<file path="src/rtl/ifu_fetch_datapath_pkg.sv">
// Opcode constants shared by the IFU pre-decode and the IDU.
// Pure declarations: no latency, no backpressure.
package ifu_fetch_datapath_pkg;

    localparam logic [6:0] OPC_JAL    = 7'b1101111;
    localparam logic [6:0] OPC_JALR   = 7'b1100111;
    localparam logic [6:0] OPC_BRANCH = 7'b1100011;

    function automatic logic is_branch_opc(input logic [6:0] opc);
        return (opc == OPC_JAL) || (opc == OPC_JALR) || (opc == OPC_BRANCH);
    endfunction

endpackage

</file>
<file path="src/rtl/ifu_fetch_datapath_fifo_sync.sv">
// Generic first-word-fall-through FIFO; head visible the cycle after push.
// Push is dropped when full, pop ignored when empty; a pop frees space only for the next cycle.
module fifo_sync #(
    parameter int WIDTH = 32,
    parameter int DEPTH = 8
) (
    input  logic                     clk,
    input  logic                     rstn,
    input  logic                     i_in_vld,
    input  logic [WIDTH-1:0]         i_in_dat,
    output logic                     o_out_vld,
    output logic [WIDTH-1:0]         o_out_dat,
    input  logic                     i_out_rdy,
    output logic [$clog2(DEPTH):0]   o_count
);
    localparam int AW = $clog2(DEPTH);
    localparam int CW = AW + 1;

    logic [WIDTH-1:0] r_mem [DEPTH];
    logic [AW-1:0]    r_wr_ptr;
    logic [AW-1:0]    r_rd_ptr;
    logic [CW-1:0]    r_count;
    logic             w_push;
    logic             w_pop;

    assign w_push    = i_in_vld && (r_count != CW'(DEPTH));
    assign w_pop     = i_out_rdy && (r_count != '0);
    assign o_out_vld = (r_count != '0);
    assign o_out_dat = r_mem[r_rd_ptr];
    assign o_count   = r_count;

    always_ff @(posedge clk or negedge rstn) begin
        if (!rstn) begin
            r_wr_ptr <= '0;
            r_rd_ptr <= '0;
            r_count  <= '0;
            for (int i = 0; i < DEPTH; i++) begin
                r_mem[i] <= '0;
            end
        end else begin
            if (w_push) begin
                r_mem[r_wr_ptr] <= i_in_dat;
                r_wr_ptr        <= r_wr_ptr + AW'(1);
            end
            if (w_pop) begin
                r_rd_ptr <= r_rd_ptr + AW'(1);
            end
            case ({w_push, w_pop})
                2'b10:   r_count <= r_count + CW'(1);
                2'b01:   r_count <= r_count - CW'(1);
                default: r_count <= r_count;
            endcase
        end
    end

endmodule

</file>
<file path="src/rtl/ifu_fetch_datapath.sv">
// IFU fetch datapath: issues a bus read per accepted PC and pairs returned words with their PCs.
// Request is combinational with rx_fire; pair valid one cycle after response; rx_ready drops on buffer/credit exhaustion.
module ifu_fetch_datapath
    import ifu_fetch_datapath_pkg::*;
#(
    parameter int DATA_WIDTH = 32,
    parameter int DEPTH      = 8
) (
    input  logic                  clk,
    input  logic                  rstn,
    input  logic                  rx_valid,
    input  logic [DATA_WIDTH-1:0] rx_pc,
    output logic                  rx_ready,
    output logic                  bus_req_valid,
    output logic [DATA_WIDTH-1:0] bus_req_addr,
    input  logic                  bus_rsp_valid,
    input  logic [DATA_WIDTH-1:0] bus_rsp_data,
    output logic                  tx_valid,
    output logic [DATA_WIDTH-1:0] tx_pc,
    output logic [DATA_WIDTH-1:0] tx_inst,
    output logic [6:0]            tx_opcode,
    output logic                  tx_is_branch,
    input  logic                  tx_ready
);
    localparam int AW = $clog2(DEPTH);
    localparam int CW = AW + 1;

    logic [CW-1:0] r_outstanding;
    logic [CW-1:0] w_pc_count;
    logic [CW-1:0] w_ib_count;
    logic [CW:0]   w_credit_used;
    logic          w_pc_vld;
    logic          w_ib_vld;
    logic          w_rx_fire;
    logic          w_rsp_accept;
    logic          w_tx_fire;

    // Credit covers words still on the bus plus words parked in inst_buf, so a response always has a slot.
    assign w_credit_used = {1'b0, r_outstanding} + {1'b0, w_ib_count};
    assign rx_ready      = (w_pc_count != CW'(DEPTH)) && (w_credit_used < (CW+1)'(DEPTH));
    assign w_rx_fire     = rx_valid && rx_ready;
    assign w_rsp_accept  = bus_rsp_valid && (r_outstanding != '0);

    assign bus_req_valid = w_rx_fire;
    assign bus_req_addr  = rx_pc;

    assign tx_valid      = w_pc_vld && w_ib_vld;
    assign w_tx_fire     = tx_valid && tx_ready;
    assign tx_opcode     = tx_inst[6:0];
    assign tx_is_branch  = tx_valid && is_branch_opc(tx_opcode);

    always_ff @(posedge clk or negedge rstn) begin
        if (!rstn) begin
            r_outstanding <= '0;
        end else begin
            case ({w_rx_fire, w_rsp_accept})
                2'b10:   r_outstanding <= r_outstanding + CW'(1);
                2'b01:   r_outstanding <= r_outstanding - CW'(1);
                default: r_outstanding <= r_outstanding;
            endcase
        end
    end

    fifo_sync #(.WIDTH(DATA_WIDTH), .DEPTH(DEPTH)) u_pc_buf (
        .clk       (clk),
        .rstn      (rstn),
        .i_in_vld  (w_rx_fire),
        .i_in_dat  (rx_pc),
        .o_out_vld (w_pc_vld),
        .o_out_dat (tx_pc),
        .i_out_rdy (w_tx_fire),
        .o_count   (w_pc_count)
    );

    fifo_sync #(.WIDTH(DATA_WIDTH), .DEPTH(DEPTH)) u_inst_buf (
        .clk       (clk),
        .rstn      (rstn),
        .i_in_vld  (w_rsp_accept),
        .i_in_dat  (bus_rsp_data),
        .o_out_vld (w_ib_vld),
        .o_out_dat (tx_inst),
        .i_out_rdy (w_tx_fire),
        .o_count   (w_ib_count)
    );

endmodule

</file>
<file path="config.mk">
export PLATFORM = sky130hd
export DESIGN_NAME = ifu_fetch_datapath
export DESIGN_NICKNAME = d
export VERILOG_FILES = /design/src/rtl/ifu_fetch_datapath_pkg.sv /design/src/rtl/ifu_fetch_datapath_fifo_sync.sv /design/src/rtl/ifu_fetch_datapath.sv
export SDC_FILE = /design/constraint.sdc
export NUM_CORES = 1
export LEC_CHECK = 0
export CORE_MARGIN = 1.5
export CORE_UTILIZATION = 55
export CTS_BUF_LIST = sky130_fd_sc_hd__clkbuf_4
export DETAILED_ROUTE_END_ITERATION = 12
export PLACE_DENSITY = 0.75
export SYNTH_ARGS = -nofsm -noshare
export SYNTH_HDL_FRONTEND = slang
export SYNTH_HIERARCHICAL = 1
export SYNTH_SLANG_ARGS = --single-unit
</file>
<file path="constraint.sdc">
create_clock -name clk -period 6.8 [get_ports clk]
set_input_delay 1.36 -clock clk [delete_from_list [all_inputs] [get_ports clk]]
set_output_delay 1.36 -clock clk [all_outputs]
set_load 0.02 [all_outputs]
</file>
==> metrics.md, run 1 <==
| Metric | Value |
|---|---|
| Outcome | complete, no violations |
| Max_cap viols | 0 |
| Vias in the first global route | ~16,000 |
| I/O pins | 176 |
| Nets | between 1,500 and 2,000 |
| Crit-path max FO | 43 |
| Met2 usage | between 30% and 40% |
| Synth top cells by count | dfrtp_1 (536), mux2_2 (499), mux4_2 (128), mux2_4 (80), buf_2 (46) |
| Maximum clock frequency | 188 MHz |
| Number of routed nets with antenna violations | 0 |
| RSZ-0062 raised after global routing | no |
| DR WL/cell | about 22 µm |
| # rows | 78 |
| Fill cell count | roughly 3,300 |
| Req. time, crit path | ~5.4 ns |
| Reg2reg start | u_inst_buf/o_count[3]$_DFFE_PN0P_ |
| Synth top area share | about 53% |
| Power per cell area | around 530 mW/mm² |
| Gpl congestion | between 0.7 and 0.8 |
| Die H | approximately 220 µm |
| Crit Path Category | reg -> out |
| HPWL after detailed placement | around 30,000 µm |
| Port Buf Inserts | about 180 |
| Synth Register Bits | 536 |
| Met1 usage | between 30% and 40% |
| CTS Buffer Depth | 3 |
| Critical Path Source | u_inst_buf/r_rd_ptr[0]$_DFFE_PN0P_ |
| Die width | ~220 µm |
| Core ar. | around 0.045 mm² |
| Clk_skew | around 0.037 ns |
| Largest net degree at the start of global routing | approximately 160 |
| Proportion of layout cells with a drive suffix above 1 | between 50% and 60% |
| Post-route DRC | 0 |
| EDFF count, synth | 0 |
| CTS clk-pin slew, worst paths | 0.06 ns |
| Number of distinct library cells after synthesis | between 50 and 60 |
| Cells after synthesis | ~1,500 |
| Hold Crit Start | u_inst_buf/r_mem[100]$_DFFE_PN0P_ |
| Core Util, Final | 63.7% |
| Top cells by area, synth | dfrtp_1 (53%), mux2_2 (22%), mux4_2 (11%) |
| Initial antenna violation count | 4 |
| Vias per std cell | between 5 and 6 |
| Yosys synthesis warning count | 6 |
| Fraction of registers with async set/reset | 100% |
| Total track usage | 23.7% |
| Die area | about 0.047 mm² |
| CP top delay family | buffers and inverters |
| Worst path max stage delay | a little over 1 ns |
| Initial Util | ~56% |
| Met3 Track Usage GR | under 10% |
| Clk root buf | clkbuf_4 |
| WP buf/inv | 2 |
| Gr busiest metal | met2 |
| Pins Over Slew Limit | 0 |
| CTS tree | done |
| HP Class | reg -> reg |
| Most used flip-flop cell after synthesis | dfrtp_1 |
| Iteration-0 DRC Markers | roughly 740 |
| Worst-Skew Late Latency | roughly 0.97 ns |
| H-tree levels | 4 |
| Final hold violations | 0 |
| Tmin final | 5.32 ns |
| Cell with the most instances after synthesis | dfrtp_1 |
| First-pass GRT wire length | 85,400 µm |
| Sequential-to-total area share from yosys stat | 53.4% |
| CTS resizes | 0 |
| Max-Slew Margin vs Limit | 25.8% |
| Critical Path End Type | primary output |
| Leak | about 13 nW |
| Setup_tns | 0 ns |
| Post-cts hold buffer count | 0 |
| Slew @ Worst Pin | about 1.1 ns |
| Tcrit/Tclk final | 78.2% |
| Syn-to-layout area delta | 14.6% |
| Setup Fix Bufs, Post-CTS | 0 |
| Sequence of cells on the critical path | buf_4 -> mux4_2 -> mux2_2 -> clkdlybuf4s50_1 |
| Syn Nets | roughly 1,600 |
| Mapped Avg Cell Area | around 17 µm² |
| Cell taking the most area after synthesis | dfrtp_1 |
| CTS Sinks | 536 |
| Final WL | about 53,000 µm |
| Crit path launch type | flop |
| DR vias | ~14,000 |
| CTS buffer count | approximately 150 |
| Worst Path Arrival | between 3 and 4 ns |
| # setup viols final | 0 |
| Drt pass-1 iters | 4 |
| Cell area after synthesis | 0.0251 mm² |
| Grt total ovfl | 0 |
| Max VDD drop | roughly 320 µV |
| CP max stage cell | dfrtp_4 |
-- power breakdown --
group | internal [mW] | total [mW] | switching (mW)
Combinational | 4.02 | 6.63 | 2.61
Clock | 1.51 | 2.82 | 1.31
Sequential | 4.70 | 5.78 | 1.08
Total | 10.2 | 15.2 | 5.00
-- logic make-up after synthesis --
kind of cell	share of synthesized area [%]
xor gates and xnor gates	0.628
DFF	53.4
adders and majority gates	0.877
and+or+nand+nor	1.82
buffers and inverters	3.77
muxes	38.9
AOI/OAI and AO/OA	0.628
-- through the flow --
stage          area (µm²)  hold slack, ns  std cells  setup slack (ns)  power [mW]
3_3_place_gp        27000           0.476       2178              2.40        12.2
6_report            28800           0.492       2429              1.48        15.2
2_1_floorplan       25100           0.459       1514              2.83        10.4
4_1_cts             28800           0.461       2424              1.31        15.4
3_5_place_dp        27000           0.480       2178              2.40        12.5
5_1_grt             28800           0.507       2428              1.18        16.2
-- layer usage --
metal / share of wire (%) / up-vias / wire length (µm)
met5: 0.021 / - / 11
met4: 1.9 / 2 / 981
met3: 5.2 / 75 / 2730
met2: 48 / 301 / 25500
met1: 45 / 7440 / 23600
li1: - / 6137 / -
-- layout by cell type, fill, tap and decap left out, types with 9 or more instances in the layout --
cell type | synthesis | layout
dfrtp_1 | 536 | 530
mux2_2 | 499 | 499
clkbuf_4 | 0 | 200
clkdlybuf4s50_1 | 0 | 174
mux4_2 | 128 | 128
mux2_4 | 80 | 80
clkinv_1 | 0 | 29
buf_4 | 39 | 24
ha_1 | 16 | 16
xnor2_1 | 13 | 13
nand2_1 | 11 | 11
inv_1 | 9 | 9
-- flip-flops by register name (all words and copies together), names as in the netlist --
signal and cells:
u_inst_buf/r_rd_ptr 3, u_pc_buf/r_mem 256, u_inst_buf/r_mem 256, u_pc_buf/o_count 4
u_inst_buf/r_wr_ptr 3, u_inst_buf/o_count 4, u_pc_buf/r_rd_ptr 3, u_pc_buf/r_wr_ptr 3
r_outstanding 4
-- worst paths after layout --
kind | slack, ns | endpoint | depth (start not counted)
worst max-delay path | 1.48 | tx_inst[12] | 4
worst min-delay path | 0.49 | u_inst_buf/r_mem[100]$_DFFE_PN0P_ | 1
worst max register to register | 2.88 | u_pc_buf/r_mem[34]$_DFFE_PN0P_ | 8
worst min register to register | 0.49 | u_inst_buf/r_mem[100]$_DFFE_PN0P_ | 1
max in group asynchronous | 4.77 | u_pc_buf/r_mem[32]$_DFFE_PN0P_ | 2
min in group asynchronous | 0.51 | u_inst_buf/r_mem[225]$_DFFE_PN0P_ | 1
-- cell type report --
class | count | area, µm² | area share, %
Tap cell | 600 | 751 | 2.61
Inverter | 10 | 37.5 | 0.130
Antenna cell | 5 | 12.5 | 0.0435
Sequential cell | 536 | 13400 | 46.7
Timing Repair Buffer | 201 | 1980 | 6.87
Clock inverter | 46 | 288 | 1.00
Clock buffer | 200 | 1500 | 5.22
Multi-Input combinational cell | 831 | 10800 | 37.5
-- worst reg2reg max path, stage by stage, from the launching register on --
cell and delay, ns:
dfrtp_1 0.46, ha_1 0.31, or3_1 0.40, a211oi_2 0.41
and2_1 0.22, o41a_1 0.40, nand4b_1 0.70, buf_4 0.54
mux2_2 0.34
(Power assumes the default switching activity.)
==> run 2: changes to the inputs <==
Settings changed: PLACE_DENSITY 0.75 to 0.78.
Clock period 6.8 ns to 4.8 ns, I/O delays scaled along.
==> run 2 against run 1 <==
Global-route usage about the same. Design area grew 0.87%. Die area did not move. Combinational power up 44%. Critical path depth increased by 2. Largest cell class unchanged. Core utilization is 0.56 points higher. Count of clock-buffer cells in the layout up 7. Clock power is 47% higher. Largest power group unchanged. First-iteration DRC count is 8.3% higher. Clock skew is 0.022 ns higher. Total power increased by 43%.
==> metrics.md, run 2 (synthesis gave the netlist of run 1 again) <==
| Metric | Value |
|---|---|
| Outcome | complete, no violations |
| RSZ-0062 raised after global routing | no |
| Die H | approximately 220 µm |
| CTS buffer count | ~140 |
| Req. time, crit path | around 3.8 ns |
| R2R Setup Slk | approximately 1.0 ns |
| Register area | 0.0134 mm² |
| Power per cell area | 751 mW/mm² |
| Vias per std cell | between 5 and 6 |
| Final WS setup | ~0.3 ns |
| CP top delay family | buffers and inverters |
| Grt total ovfl | 0 |
| Commonest non-fill, non-tap cell in the layout | dfrtp_1 |
| Fill cell count | between 3,000 and 4,000 |
| Crit-path max FO | 22 |
| Final hold violations | 0 |
| WP buf/inv | 2 |
| Slew @ Worst Pin | between 1 and 1.5 ns |
| Final WL | about 52,000 µm |
| Drt pass-1 iters | 4 |
| CP max stage cell | mux4_2 |
| Combinational share of power | 43.9% |
| Worst Path Arrival | about 3.5 ns |
| Gpl congestion | approximately 0.76 |
| H-tree levels | 4 |
| Pins Over Slew Limit | 0 |
| Sequence of cells on the critical path | buf_4 -> mux4_2 -> mux2_2 -> nor2b_1 -> nor4_1 -> clkdlybuf4s50_1 |
| Die area | roughly 0.047 mm² |
| Switching Share | about a third |
| Max VDD drop | about 450 µV |
| Post-route DRC | 0 |
| Initial Util | roughly 56% |
| Maximum clock frequency | between 200 and 250 MHz |
| Initial antenna violation count | 3 |
| HPWL after detailed placement | 31,000 µm |
| Most frequent cells in the layout | dfrtp_1 (530), mux2_2 (499), clkbuf_4 (207) |
| CTS Sinks | approximately 540 |
| Setup_tns | 0 ns |
| Critical Path Source | u_inst_buf/r_rd_ptr[0]$_DFFE_PN0P_ |
| Proportion of layout cells with a drive suffix above 1 | 53.9% |
| Iteration-0 DRC Markers | 797 |
| RR Endpoint | u_pc_buf/r_mem[190]$_DFFE_PN0P_ |
| Sequential share of power | between 30% and 40% |
| Clk root buf | clkbuf_4 |
| Clk pwr share | a little under a fifth |
| Tmin final | between 4 and 5 ns |
| CTS Buffer Depth | 3 |
| HP Class | in -> async |
| Worst-Skew Late Latency | approximately 0.97 ns |
| Setup Fix Bufs, Post-CTS | 0 |
| Core ar. | between 0.04 and 0.05 mm² |
| Max_cap viols | 0 |
| Post-cts hold buffer count | 0 |
| Net Switching | 7.10 mW |
| Multi-input logic area | approximately 0.011 mm² |
| CTS resizes | 0 |
| Port Buf Inserts | 175 |
| DR vias | between 10,000 and 15,000 |
| Largest net degree at the start of global routing | ~130 |
| Core Util, Final | 64.2% |
| Cell depth of the worst flop-to-flop path | 9 |
| Pint | ~15 mW |
| Total track usage | roughly a quarter |
| DR WL/cell | 21.4 µm |
| Critical Path End Type | primary output |
| Clk_skew | 0.0599 ns |
| Reg2reg start | u_inst_buf/o_count[1]$_DFFE_PN0P_ |
| First-pass GRT wire length | ~86,000 µm |
| Tcrit/Tclk final | between 90% and 100% |
| # setup viols final | 0 |
| Max-Slew Margin vs Limit | between 20% and 30% |
| Syn-to-layout area delta | 15.6% |
| Top flop regs | u_inst_buf/r_mem: 256 flops, u_pc_buf/r_mem: 256 flops |
| Vias in the first global route | roughly 15,000 |
| Crit Path Category | reg -> out |
| Place WS | 1.01 ns |
| Leak | between 10 and 15 nW |
| Crit path launch type | flop |
| CTS clk-pin slew, worst paths | 0.06 ns |
| Worst path max stage delay | about 0.58 ns |
| Nets | approximately 1,800 |
| CTS tree | done |
| I/O pins | around 180 |
| Die width | approximately 220 µm |
| Number of routed nets with antenna violations | 0 |
| # rows | between 70 and 80 |
## run 2: cell types whose count changed in the layout (fill, tap and decap cells not counted), sizes merged
cell / delta
buf: +14
bufinv: +2
clkinvlp: +1
inv: -7
clkbuf: +7
clkinv: -5
diode: -2
## run 2: how the worst max path moves through the flow
stage / endpoint / cells past startpoint
after floorplan: tx_is_branch / 6
after global placement: u_pc_buf/r_mem[187]$_DFFE_PN0P_ / 7
after detailed placement: u_pc_buf/r_mem[190]$_DFFE_PN0P_ / 7
after CTS: tx_is_branch / 6
after global routing: tx_is_branch / 6
final: tx_is_branch / 6
## run 2: power by group through the flow
stage / registers (mW) / clock network [mW] / logic, mW
2_1_floorplan: 7.41 / 0 / 7.39
3_3_place_gp: 8.00 / 0 / 9.44
3_5_place_dp: 8.16 / 0 / 9.64
4_1_cts: 8.09 / 4.28 / 9.69
5_1_grt: 8.39 / 4.54 / 10.2
6_report: 8.11 / 4.14 / 9.57
## run 2: final cells by class
type,count,area share [%]
inverters,10,0.129
clock buffers,207,5.35
repair buffers,215,7.43
well taps,600,2.59
flip-flops and latches,536,46.3
multi-input cells,831,37.1
diodes,3,0.0259
clock inverters,37,1.07
## run 2: through the flow
| step | power [mW] | std cells | instance area [µm²] | hold slack, ns |
|---|---|---|---|---|
| 2_1_floorplan | 14.8 | 1514 | 25100 | 0.459 |
| 3_3_place_gp | 17.4 | 2192 | 27200 | 0.470 |
| 3_5_place_dp | 17.8 | 2192 | 27200 | 0.486 |
| 4_1_cts | 22.1 | 2436 | 29000 | 0.0768 |
| 5_1_grt | 23.2 | 2439 | 29000 | 0.133 |
| 6_report | 21.8 | 2439 | 29000 | 0.108 |
## run 2: layer usage
layer | part of all wire (%) | track usage [%] | vias to the layer above
li1 | - | - | 6177
met1 | 45 | 32.1 | 7504
met2 | 48 | 36.9 | 295
met3 | 4.8 | 6.33 | 79
met4 | 2.0 | 8.73 | 2
met5 | 0.025 | 0 | -
